<file path="config.mk">
export PLATFORM = sky130hd
export DESIGN_NAME = alu_chain_seq_flat
export DESIGN_NICKNAME = d
export VERILOG_FILES = /design/src/rtl/alu_chain_pkg.sv /design/src/rtl/alu_chain_seq_if.sv /design/src/rtl/alu_chain_bytesel.sv /design/src/rtl/alu_chain_seq.sv /design/src/flat_wrapper.sv
export SDC_FILE = /design/constraint.sdc
export NUM_CORES = 1
export LEC_CHECK = 0
export ABC_AREA = 1
export CAP_MARGIN = 20
export CORE_MARGIN = 2
export CORE_UTILIZATION = 48
export DETAILED_ROUTE_END_ITERATION = 10
export MAX_ROUTING_LAYER = met4
export PLACE_DENSITY_LB_ADDON = 0.08
export SLEW_MARGIN = 20
export SYNTH_ARGS = -nofsm -noshare
export SYNTH_HDL_FRONTEND = slang
export SYNTH_HIERARCHICAL = 1
export SYNTH_SLANG_ARGS = --single-unit
</file>
<file path="constraint.sdc">
create_clock -name clk -period 2.35 [get_ports clk]
set_input_delay 0.3525 -clock clk [delete_from_list [all_inputs] [get_ports clk]]
set_output_delay 0.3525 -clock clk [all_outputs]
set_load 0.01 [all_outputs]
</file>
<file path="src/rtl/alu_chain_pkg.sv">
// Shared types for the byte-serial ALU sequencer: FSM states and rsp_flags bit positions.
package alu_chain_pkg;

  typedef enum logic [1:0] {
    S_IDLE = 2'd0,
    S_RUN  = 2'd1,
    S_DONE = 2'd2
  } state_e;

  localparam int FLG_ZERO  = 0;
  localparam int FLG_CARRY = 1;
  localparam int FLG_OVF   = 2;
  localparam int FLG_CMP   = 3;

  function automatic logic [3:0] pack_flags(input logic zero, input logic carry,
                                            input logic ovf, input logic cmp);
    logic [3:0] f;
    f            = '0;
    f[FLG_ZERO]  = zero;
    f[FLG_CARRY] = carry;
    f[FLG_OVF]   = ovf;
    f[FLG_CMP]   = cmp;
    return f;
  endfunction

endpackage

</file>
<file path="src/rtl/alu_chain_seq_if.sv">
// Request/response bus between the control unit (master) and the ALU sequencer (slave).
interface alu_chain_seq_if #(
  parameter int NBYTES = 2
) ();
  localparam int W = 8 * NBYTES;

  logic         req_valid;
  logic         req_ready;
  logic [7:0]   req_cins;
  logic [W-1:0] req_a;
  logic [W-1:0] req_b;
  logic         req_cseed;
  logic         rsp_valid;
  logic         rsp_ready;
  logic [W-1:0] rsp_result;
  logic [3:0]   rsp_flags;

  modport master (
    output req_valid, req_cins, req_a, req_b, req_cseed, rsp_ready,
    input  req_ready, rsp_valid, rsp_result, rsp_flags
  );

  modport slave (
    input  req_valid, req_cins, req_a, req_b, req_cseed, rsp_ready,
    output req_ready, rsp_valid, rsp_result, rsp_flags
  );

endinterface

</file>
<file path="src/rtl/alu_chain_bytesel.sv">
// Combinational byte extractor: returns byte idx of a NBYTES-wide word, 0 if idx is out of range.
module alu_chain_bytesel #(
  parameter int NBYTES = 2,
  parameter int IDX_W  = 2
) (
  input  logic [8*NBYTES-1:0] word_dat,
  input  logic [IDX_W-1:0]    idx,
  output logic [7:0]          byte_dat
);

  always_comb begin
    byte_dat = '0;
    for (int i = 0; i < NBYTES; i++) begin
      if (idx == IDX_W'(i)) begin
        byte_dat = word_dat[8*i +: 8];
      end
    end
  end

endmodule

</file>
<file path="src/rtl/alu_chain_seq.sv">
// Drives an external 8-bit ALU LSB-first, one byte per cycle, to do one NBYTES-wide op (ALU_CHAIN_ABORT_EN adds abort).
// rsp_valid rises NBYTES+1 cycles after accept; req_ready only in IDLE; response held until rsp_ready.
module alu_chain_seq
  import alu_chain_pkg::*;
#(
  parameter int NBYTES = 2
) (
  input  logic                 clk,
  input  logic                 rst_n,
  alu_chain_seq_if.slave       bus,
`ifdef ALU_CHAIN_ABORT_EN
  input  logic                 abort,
`endif
  output logic [7:0]           alu_a,
  output logic [7:0]           alu_b,
  output logic [7:0]           alu_cins,
  output logic                 alu_oe,
  output logic                 alu_carryin,
  input  logic [7:0]           alu_out,
  input  logic                 alu_carryout,
  input  logic                 alu_overout,
  input  logic                 alu_cmpo
);

  localparam int W     = 8 * NBYTES;
  localparam int IDX_W = $clog2(NBYTES) + 1;
  localparam logic [IDX_W-1:0] LAST_IDX = IDX_W'(NBYTES - 1);

  state_e           state_q, state_d;
  logic [IDX_W-1:0] idx_q, idx_d;
  logic [7:0]       cins_q, cins_d;
  logic [W-1:0]     a_q, a_d;
  logic [W-1:0]     b_q, b_d;
  logic [W-1:0]     result_q, result_d;
  logic             carry_q, carry_d;
  logic             zero_acc_q, zero_acc_d;
  logic             rsp_valid_q, rsp_valid_d;
  logic [3:0]       flags_q, flags_d;

  logic             run;
  logic             abort_req;
  logic             zero_fin;
  logic [7:0]       a_byte;
  logic [7:0]       b_byte;

`ifdef ALU_CHAIN_ABORT_EN
  assign abort_req = abort && (state_q != S_IDLE);
`else
  assign abort_req = 1'b0;
`endif

  alu_chain_bytesel #(.NBYTES(NBYTES), .IDX_W(IDX_W)) u_sel_a (
    .word_dat (a_q),
    .idx      (idx_q),
    .byte_dat (a_byte)
  );

  alu_chain_bytesel #(.NBYTES(NBYTES), .IDX_W(IDX_W)) u_sel_b (
    .word_dat (b_q),
    .idx      (idx_q),
    .byte_dat (b_byte)
  );

  // ALU pins are only live in RUN; elsewhere the ALU is parked with everything at 0.
  assign run         = (state_q == S_RUN);
  assign alu_oe      = run;
  assign alu_a       = run ? a_byte : 8'h00;
  assign alu_b       = run ? b_byte : 8'h00;
  assign alu_cins    = run ? cins_q : 8'h00;
  assign alu_carryin = run & carry_q;

  assign bus.req_ready  = (state_q == S_IDLE);
  assign bus.rsp_valid  = rsp_valid_q;
  assign bus.rsp_result = result_q;
  assign bus.rsp_flags  = flags_q;

  assign zero_fin = zero_acc_q & (alu_out == 8'h00);

  always_comb begin
    state_d     = state_q;
    idx_d       = idx_q;
    cins_d      = cins_q;
    a_d         = a_q;
    b_d         = b_q;
    result_d    = result_q;
    carry_d     = carry_q;
    zero_acc_d  = zero_acc_q;
    rsp_valid_d = rsp_valid_q;
    flags_d     = flags_q;

    unique case (state_q)
      S_IDLE: begin
        if (bus.req_valid) begin
          // carry_q doubles as the byte-0 carry seed, so alu_carryin needs no index mux.
          cins_d     = bus.req_cins;
          a_d        = bus.req_a;
          b_d        = bus.req_b;
          carry_d    = bus.req_cseed;
          idx_d      = '0;
          zero_acc_d = 1'b1;
          state_d    = S_RUN;
        end
      end

      S_RUN: begin
        for (int i = 0; i < NBYTES; i++) begin
          if (idx_q == IDX_W'(i)) begin
            result_d[8*i +: 8] = alu_out;
          end
        end
        carry_d    = alu_carryout;
        zero_acc_d = zero_fin;
        if (idx_q == LAST_IDX) begin
          flags_d = pack_flags(zero_fin, alu_carryout, alu_overout, alu_cmpo);
          state_d = S_DONE;
        end else begin
          idx_d = idx_q + 1'b1;
        end
      end

      S_DONE: begin
        rsp_valid_d = 1'b1;
        if (rsp_valid_q && bus.rsp_ready) begin
          rsp_valid_d = 1'b0;
          state_d     = S_IDLE;
        end
      end

      default: begin
        state_d     = S_IDLE;
        rsp_valid_d = 1'b0;
      end
    endcase

    if (abort_req) begin
      state_d     = S_IDLE;
      rsp_valid_d = 1'b0;
      idx_d       = '0;
      cins_d      = '0;
      a_d         = '0;
      b_d         = '0;
      carry_d     = 1'b0;
    end
  end

  always_ff @(posedge clk) begin
    if (!rst_n) begin
      state_q     <= S_IDLE;
      idx_q       <= '0;
      cins_q      <= '0;
      a_q         <= '0;
      b_q         <= '0;
      result_q    <= '0;
      carry_q     <= 1'b0;
      zero_acc_q  <= 1'b0;
      rsp_valid_q <= 1'b0;
      flags_q     <= '0;
    end else begin
      state_q     <= state_d;
      idx_q       <= idx_d;
      cins_q      <= cins_d;
      a_q         <= a_d;
      b_q         <= b_d;
      result_q    <= result_d;
      carry_q     <= carry_d;
      zero_acc_q  <= zero_acc_d;
      rsp_valid_q <= rsp_valid_d;
      flags_q     <= flags_d;
    end
  end

endmodule

</file>
<file path="src/flat_wrapper.sv">
// flat-port wrapper written by rule: the top's interface ports become plain ports
module alu_chain_seq_flat import alu_chain_pkg::*;
#(
  parameter int NBYTES = 2
)
  (clk, rst_n, alu_a, alu_b, alu_cins, alu_oe, alu_carryin, alu_out, alu_carryout, alu_overout, alu_cmpo, bus_req_valid, bus_req_cins, bus_req_a, bus_req_b, bus_req_cseed, bus_rsp_ready, bus_req_ready, bus_rsp_valid, bus_rsp_result, bus_rsp_flags);
  alu_chain_seq_if #(.NBYTES(NBYTES)) bus_i ();
  input  logic clk;
  input  logic rst_n;
  output logic [7:0] alu_a;
  output logic [7:0] alu_b;
  output logic [7:0] alu_cins;
  output logic alu_oe;
  output logic alu_carryin;
  input  logic [7:0] alu_out;
  input  logic alu_carryout;
  input  logic alu_overout;
  input  logic alu_cmpo;
  input wire logic [$bits(bus_i.req_valid)-1:0] bus_req_valid;
  input wire logic [$bits(bus_i.req_cins)-1:0] bus_req_cins;
  input wire logic [$bits(bus_i.req_a)-1:0] bus_req_a;
  input wire logic [$bits(bus_i.req_b)-1:0] bus_req_b;
  input wire logic [$bits(bus_i.req_cseed)-1:0] bus_req_cseed;
  input wire logic [$bits(bus_i.rsp_ready)-1:0] bus_rsp_ready;
  output wire logic [$bits(bus_i.req_ready)-1:0] bus_req_ready;
  output wire logic [$bits(bus_i.rsp_valid)-1:0] bus_rsp_valid;
  output wire logic [$bits(bus_i.rsp_result)-1:0] bus_rsp_result;
  output wire logic [$bits(bus_i.rsp_flags)-1:0] bus_rsp_flags;
  assign bus_i.req_valid = bus_req_valid;
  assign bus_i.req_cins = bus_req_cins;
  assign bus_i.req_a = bus_req_a;
  assign bus_i.req_b = bus_req_b;
  assign bus_i.req_cseed = bus_req_cseed;
  assign bus_i.rsp_ready = bus_rsp_ready;
  assign bus_req_ready = bus_i.req_ready;
  assign bus_rsp_valid = bus_i.rsp_valid;
  assign bus_rsp_result = bus_i.rsp_result;
  assign bus_rsp_flags = bus_i.rsp_flags;
  alu_chain_seq #(.NBYTES(NBYTES)) u_core (.clk(clk), .rst_n(rst_n), .bus(bus_i), .alu_a(alu_a), .alu_b(alu_b), .alu_cins(alu_cins), .alu_oe(alu_oe), .alu_carryin(alu_carryin), .alu_out(alu_out), .alu_carryout(alu_carryout), .alu_overout(alu_overout), .alu_cmpo(alu_cmpo));
endmodule
</file>
==> Yosys cells after proc, flatten, opt, wreduce, memory -nomap -nowiden <==
Index checks and enable logic that the tools add are counted.
{ "word_totals": {"latchBits": 0, "ram_bits": 0, "regBits": 67, "input_bits": 56, "wordCells": 53, "mem_count": 0, "out_inout_bits": 48, "mem_bits_ro": 0} }
{ "op_classes": {"bitwise": 2, "div": 0, "order_cmp": 0, "mul": 0, "eq_ne": 7, "add_sub_neg": 1, "mux": 20, "reduce_logical": 12, "shift": 0} }
{ "ops": {"columns": ["cell", "count"], "rows": [
  ["$mux 8", 7],
  ["$mux 2", 5],
  ["$logic_not 8->1", 1],
  ["$reduce_and 2->1", 4],
  ["$ne 2x2->1 const B", 3],
  ["$pmux 1 s2", 3],
  ["$pmux 2 s3", 1],
  ["$reduce_and 3->1", 2],
  ["$eq 2x1->1 const B", 2],
  ["$logic_not 2->1", 2],
  ["$pmux 2 s2", 1],
  ["$mux 1", 3],
  ["$add 2x1->2 const B", 1],
  ["$and 1x1->1", 2],
  ["$eq 2x2->1 const B", 1],
  ["$ne 2x1->1 const B", 1],
  ["$reduce_bool 2->1", 1],
  ["$reduce_or 2->1", 1],
  ["$logic_and 1x1->1", 1]
]} }

==> Logic depth before layout (Yosys ltp) <==
Gate-level depths: netlist of run 1.
{ "logic_depth": {"ltp_word": 4, "depth_mapped": 7, "ltp_nobuf": 7} }

==> By module <==
The synthesis of run 1 kept the hierarchy.
{ "by_module_without_submodules": {"columns": ["mod", "seq_area_each_um2", "instances", "area_per_inst_um2", "cells_per_inst"], "rows": [
  ["alu_chain_seq", 1341.3, 1, 2662.6, 366],
  ["alu_chain_bytesel", 0.0, 2, 135.1, 27]
]} }

==> Worst setup path before layout of run 1 <==
OpenSTA, ideal clock, no wires.
{ "synth_path": {"path_kind": "register -> register", "start": "register u_core.idx_q[1]", "end": "register u_core.result_q[0], in the netlist u_core/bus.rsp_result[0]", "n_path_buf": 1, "setup_slack_ps": 850, "t_arrival_ps": 1430, "setup_time_ps": 70, "required_ps": 2280, "path_stages_with_launch": 7, "synth_period_minus_slack_ps": 1500, "path_cell_list": "dfxtp_1 > inv_1 > ha_1 > clkbuf_1 > nand2_1 > nand2_1 > a21oi_1"} }
{ "synth_via": {"elab_chain_cells": 2} }
{ "synth_lines": {"columns": ["element", "line_no", "source"], "rows": [
  ["start: declaration", "alu_chain_seq.sv:30", "logic [IDX_W-1:0] idx_q, idx_d;"],
  ["start signal: assignment", "alu_chain_seq.sv:160", "idx_q <= idx_d;"],
  ["$logic_not 2->1", "alu_chain_seq.sv:107", "if (idx_q == IDX_W'(i)) begin"],
  ["$reduce_and 2->1 (no line)", null, null],
  ["end signal: assignment", "alu_chain_seq.sv:164", "result_q <= result_d;"],
  ["end: declaration", "alu_chain_seq.sv:34", "logic [W-1:0] result_q, result_d;"]
]} }
Every way passes these cells.
A chain may end at the register's enable or synchronous reset.

==> Worst setup path after layout of run 1 <==
{ "layout_path": {"start": "register u_core.idx_q[0]", "end": "output port alu_a[7]"} }
{ "layout_via": {"elab_chain_cells": 4, "elab_cells_between_ends": 5, "classes_between": "eq/ne: 1; mux: 3; reduce/logical: 1"} }
{ "layout_lines": {"columns": ["element", "line_no", "source"], "rows": [
  ["$logic_not 2->1", "alu_chain_bytesel.sv:14", "if (idx == IDX_W'(i)) begin"],
  ["$mux 8", "alu_chain_bytesel.sv:14", null],
  ["$mux 8 *", "alu_chain_bytesel.sv:14", null],
  ["via u_core.a_byte[7]", "alu_chain_seq.sv:43", "logic [7:0] a_byte;"],
  ["$mux 8 *", "alu_chain_seq.sv:67", "assign alu_a = run ? a_byte : 8'h00;"],
  ["end: declaration", "flat_wrapper.sv:10", "output logic [7:0] alu_a;"]
]} }
The timed path passes the listed nets; every way through them passes the cells marked *.

==> results of run 1 <==
worst max-delay path: stages, from the launching register on:
cell and delay, ns:
dfxtp_1 0.33, buf_12 0.16, nor2_8 0.18, nand2_1 0.07
nand2_1 0.06, inv_1 0.03, nor2_1 0.13, clkdlybuf4s50_1 0.55
flip-flops by register name, indices dropped and copies added (netlist names):
signal                 flops
u_core/zero_acc_q          1
u_core/state_q             2
u_core/a_q                16
u_core/bus.rsp_result     16
u_core/bus.rsp_valid       1
u_core/b_q                16
u_core/idx_q               2
u_core/cins_q              8
u_core/bus.rsp_flags       4
u_core/carry_q             1
how the worst max path moves through the flow:
stage	depth (start not counted)	endpoint
6_report	7	alu_a[7]
5_1_grt	7	alu_b[3]
4_1_cts	6	alu_b[3]
3_5_place_dp	6	alu_a[7]
3_3_place_gp	6	alu_a[7]
2_1_floorplan	6	u_core/bus.rsp_result[0]
synth_stat cells:
master / instances
nor2_1: 101
nor2_8: 2
inv_1: 35
nand3_1: 28
nand2_4: 1
buf_4: 2
inv_2: 5
dfxtp_1: 67
o21ai_0: 41
buf_1: 1
buf_2: 4
nor2_4: 2
nor3_1: 1
a21oi_1: 32
buf_6: 6
clkbuf_2: 5
nand2_1: 78
ha_1: 2
clkbuf_1: 6
nand2_2: 1
cells by family (layout without fill, tap and decap cells):
logic type / after synthesis / count (layout) / share of synthesized area
AO/OA/AOI/OAI: 73 / 73 / 0.125
adder cells (fa/ha/maj): 2 / 2 / 0.00853
buffers and inverters: 64 / 166 / 0.104
flip-flops: 67 / 67 / 0.457
AND/OR/NAND/NOR: 214 / 214 / 0.306
metal layers:
layer	track usage	wire length, um	vias to the layer above
li1	-	-	1501
met1	0.270	3220	1337
met2	0.393	3530	86
met3	0.0533	449	10
met4	0.0967	99	0
met5	-	0	-
metrics by stage:
step	power, mW	instances	setup WS, ns	instance area (um^2)	hold WS (ns)
global route	3.11	597	0.0499	4180	0.483
finish	2.95	597	0.151	4180	0.453
CTS	2.97	597	0.103	4180	0.457
global placement	1.96	581	0.515	3970	0.438
detailed placement	1.97	581	0.487	3970	0.445
floorplan	1.71	420	0.850	2930	0.430
power groups by stage:
stage          sequential (mW)  combinational [mW]  clock (mW)
3_5_place_dp              1.32               0.652           0
4_1_cts                   1.29               0.657        1.02
6_report                  1.29               0.652        1.00
2_1_floorplan             1.32               0.392           0
5_1_grt                   1.31               0.728        1.08
3_3_place_gp              1.32               0.642           0
area by class of cell:
class	count	area, um^2
fillers	529	1740
repair buffers	110	1100
clock buffers	12	165
multi-input cells	289	1290
flip-flops and latches	67	1340
clock inverters	4	47.5
well taps	75	93.8
inverters	40	150
==> metrics.cfg, run 1 <==
[status]
status=complete, no violations

[global_routing]
antenna_found_initial=0
grt-ovfl-total=0
grt_pass1_vias=2683
grt_pass1_wl_um=11800
track_usage=0.234
grt_max_degree=34

[cts]
root_buffer=clkbuf_8
cts_tree=done
cts_buffers=9
postCtsHoldBufs=0
ctsHtreeMaxLevel=3
clock_latency_ns=0.33
cts_resized=0
cts_buffer_depth=2
clock-sinks=67
postCtsSetupRepairBufs=0
path_clk_slew_ns=0.07

[die]
coreArea_um2=5920
ios=104
die_x_um=82.2
initial_core_util=0.495
die_area_um2=6750
core.rowCount=28
die_h_um=82.2

[sta]
setup-tns-final_ns=0
hold_viol=0
slew_headroom=0.536
fmax_ghz=0.455
period_share=0.936
finalClockSkew_ns=0.00907
layout_min_cycle_time_ns=2.20
setup_violations=0
tightest_slew_ns=0.695
rsz0062_at_grt=false
drv_slew=0

[synthesis]
ys.warnings.count=6
synth.distinct_cells=20
synth_nets=478
synth.avg_cell_area_um2=6.98
yosys_register_bits=67
ys_seq_area_frac=0.457
synth_area_um2=2930
yosys-top-cells-area=dfxtp_1 (46%), nor2_1 (13%), nand2_1 (10%)
synth.top_cell.area_share=0.457
synthCells=420
synth_top_area_cell=dfxtp_1

[power_and_ir_drop]
p_per_area_nw_per_um2=705
ir_drop_mv=0.521
p_comb_frac=0.221
leakage_nw=1.69
switchingPower_mw=0.837
pwr-share-clk=0.340
pwr-share-seq=0.439
p_sw_frac=0.284
internal_power_mw=2.11

[placement]
hpwl_um=5060
io_buffers=103
place.gp.congestion=0.807

[finish]
layout_common_cells=clkdlybuf4s50_1 (103), nor2_1 (101), nand2_1 (78), dfxtp_1 (66), o21ai_0 (41)
utilization=0.706
final_nets=575
final_layout_size_suffix_gt1_frac=0.0670
areaGrowthSynthToFinish_pct=42.6
final_common_cell=clkdlybuf4s50_1
n_antenna_cell=0

[drt]
wire_per_inst_um=12.2
routed_wl_um=7300
drtPass1Iterations=4
drtIter0Drc=157
vias_per_cell=4.91
num_vias=2934
drc=0
drtAntennaViolNets=0

[worst_setup_path]
r2r_end=u_core/bus.rsp_flags[3]
r2r_cells=6
worstPathArrival_ns=1.85
path_max_fanout=21
setup.worst_path.class=reg -> out
crit_start=u_core/idx_q[0]
required_ns=2.00
r2r_setup_slack_ns=0.78
endpoint_kind=output pin
start_kind=flip-flop
r2r-start=u_core/idx_q[1]

[worst_hold_path]
hold_end=u_core/cins_q[2]
min_path_cells=2
hold_path_startpoint=u_core/cins_q[2]
hp-class=reg -> reg

[run]
drv_cap=0

No activity file was read; power rests on OpenSTA's default activity.
==> run 2, diff against run 1 <==
--- a/config.mk
+++ b/config.mk
@@ -5,10 +5,10 @@
 export SDC_FILE = /design/constraint.sdc
 export NUM_CORES = 1
 export LEC_CHECK = 0
-export ABC_AREA = 1
+export ABC_AREA = 0
 export CAP_MARGIN = 20
 export CORE_MARGIN = 2
-export CORE_UTILIZATION = 48
+export CORE_UTILIZATION = 49
 export DETAILED_ROUTE_END_ITERATION = 10
 export MAX_ROUTING_LAYER = met4
 export PLACE_DENSITY_LB_ADDON = 0.08
==> metrics.cfg, run 2 <==
[global_routing]
grt_pass1_wl_um=10900
grt_pass1_vias=2574
grt_max_degree=47
track_usage=0.214
antenna_found_initial=0
grt-ovfl-total=0

[cts]
cts_resized=0
root_buffer=clkbuf_8
clock_latency_ns=0.33
postCtsSetupRepairBufs=0
clock-sinks=67
cts_tree=done
postCtsHoldBufs=0
path_clk_slew_ns=0.06
cts_buffers=9
ctsHtreeMaxLevel=3
cts_buffer_depth=2

[drt]
drtPass1Iterations=4
drtIter0Drc=100
wire_per_inst_um=12.7
num_vias=2674
drtAntennaViolNets=0
routed_wl_um=6810
drc=0
vias_per_cell=4.99

[status]
status=complete, no violations

[die]
core.rowCount=28
coreArea_um2=5960
ios=104
die_area_um2=6850
die_h_um=82.8
die_x_um=82.8
initial_core_util=0.511

[placement]
io_buffers=103
place.gp.congestion=0.751
hpwl_um=4790
preCtsSetupSlack_ns=0.355
place_area_um2=4090

[synthesis]
ys.warnings.count=6
synth-adder-area-share=0.00823
synth_compound_gate_area_share=0.148
synth_top_family_by_area=simple AND/OR/NAND/NOR gates
synth.avg_cell_area_um2=8.45
synth-xor-area-share=0
synth_area_um2=3040
synth.distinct_cells=31
yosys_register_bits=67
ys_seq_area_frac=0.441
synth_nets=418
synthCells=360
synth.top_cell.area_share=0.441
synth_top_area_cell=dfxtp_1
synth_ff_type=dfxtp_1
synth_most_common_cell=nand2_1
yosys-top-cells-area=dfxtp_1 (44%), nand2_1 (13%), a21boi_1 (9.6%)
synthMuxAreaShare=0.0790
synth-simple-area-share=0.262
synth-edff-count=0
async_flop_share=0
synth_commonest_cells=nand2_1 (107), dfxtp_1 (67), a21boi_1 (39)

[worst_setup_path]
critPathTopFamily=buffers and inverters
required_ns=2.00
endpoint_kind=output pin
setup.worst_path.class=reg -> out
max_stage_delay_ns=0.47
worstPathArrival_ns=1.84
crit_buf_inv=2
cpMaxStageDelayCell=clkdlybuf4s50_1
start_kind=flip-flop
path_max_fanout=15
crit_chain=buf_12 -> mux2i_1 -> nor2_1 -> and2_1 -> clkdlybuf4s50_1

[sta]
hold_viol=0
setup-tns-final_ns=0
setup_slack_ns=0.161
layout_min_cycle_time_ns=2.19
finalClockSkew_ns=0.00932
fmax_ghz=0.457
setup_violations=0
tightest_slew_ns=0.678
drv_slew=0
slew_headroom=0.548
period_share=0.931
rsz0062_at_grt=false

[finish]
final_layout_size_suffix_gt1_frac=0.0694
utilization=0.721
final_nets=516
n_antenna_cell=0
areaGrowthSynthToFinish_pct=41.2
layout_common_cells=nand2_1 (107), clkdlybuf4s50_1 (102), dfxtp_1 (65), a21boi_1 (39), and2_1 (26)
final_common_cell=nand2_1
design_area_um2=4290

[power_and_ir_drop]
total_power_mw=2.71
leakage_nw=1.66
ir_drop_mv=0.446
p_per_area_nw_per_um2=632

[worst_hold_path]
hp-class=reg -> reg

[run]
drv_cap=0

run 2: layout make-up:
type	count	area (um^2)
Fill cell	488	1660
Multi-Input combinational cell	262	1520
Sequential cell	67	1340
Timing Repair Buffer	114	1120
Clock buffer	12	165
Tap cell	75	93.8
Clock inverter	2	35.0
Inverter	4	15.0
run 2: logic make-up after synthesis:
group,after synthesis
AO/OA/AOI/OAI,61
adder cells (fa/ha/maj),2
buffers and inverters,31
flip-flops,67
multiplexers,24
AND/OR/NAND/NOR,175
run 2: worst register-to-register path, stage by stage (launching register included):
cell	delay (ns)
dfxtp_1	0.31
buf_4	0.16
or3b_1	0.60
buf_4	0.30
nand2_1	0.08
a21boi_0	0.07
run 2: through the flow:
stage / std cells / hold WS [ns]
floorplan: 360 / 0.430
finish: 536 / 0.449
global placement: 522 / 0.437
detailed placement: 522 / 0.444
CTS: 536 / 0.454
global route: 536 / 0.471
run 2: routing by layer:
metal  up-vias  GRT usage  part of all wire
li1       1355          -                 -
met1      1243      0.231              0.43
met2        69      0.379              0.49
met3         7     0.0758             0.070
met4         0     0.0492            0.0076
met5         -          -                 0
run 2: path summary, 6_finish.rpt:
check	start	to	slack, ns	depth (start not counted)
setup / recovery	u_core/idx_q[0]	alu_a[5]	0.16	5
hold / removal	u_core/cins_q[0]	u_core/cins_q[0]	0.45	2
setup reg to reg	u_core/state_q[1]	u_core/b_q[2]	0.72	5
hold reg to reg	u_core/cins_q[0]	u_core/cins_q[0]	0.45	2
run 2: power breakdown:
part / total, mW / switching [mW] / internal, mW
logic: 0.503 / 0.229 / 0.274
registers: 1.25 / 0.0427 / 1.21
clock network: 0.956 / 0.393 / 0.563
total: 2.71 / 0.664 / 2.05
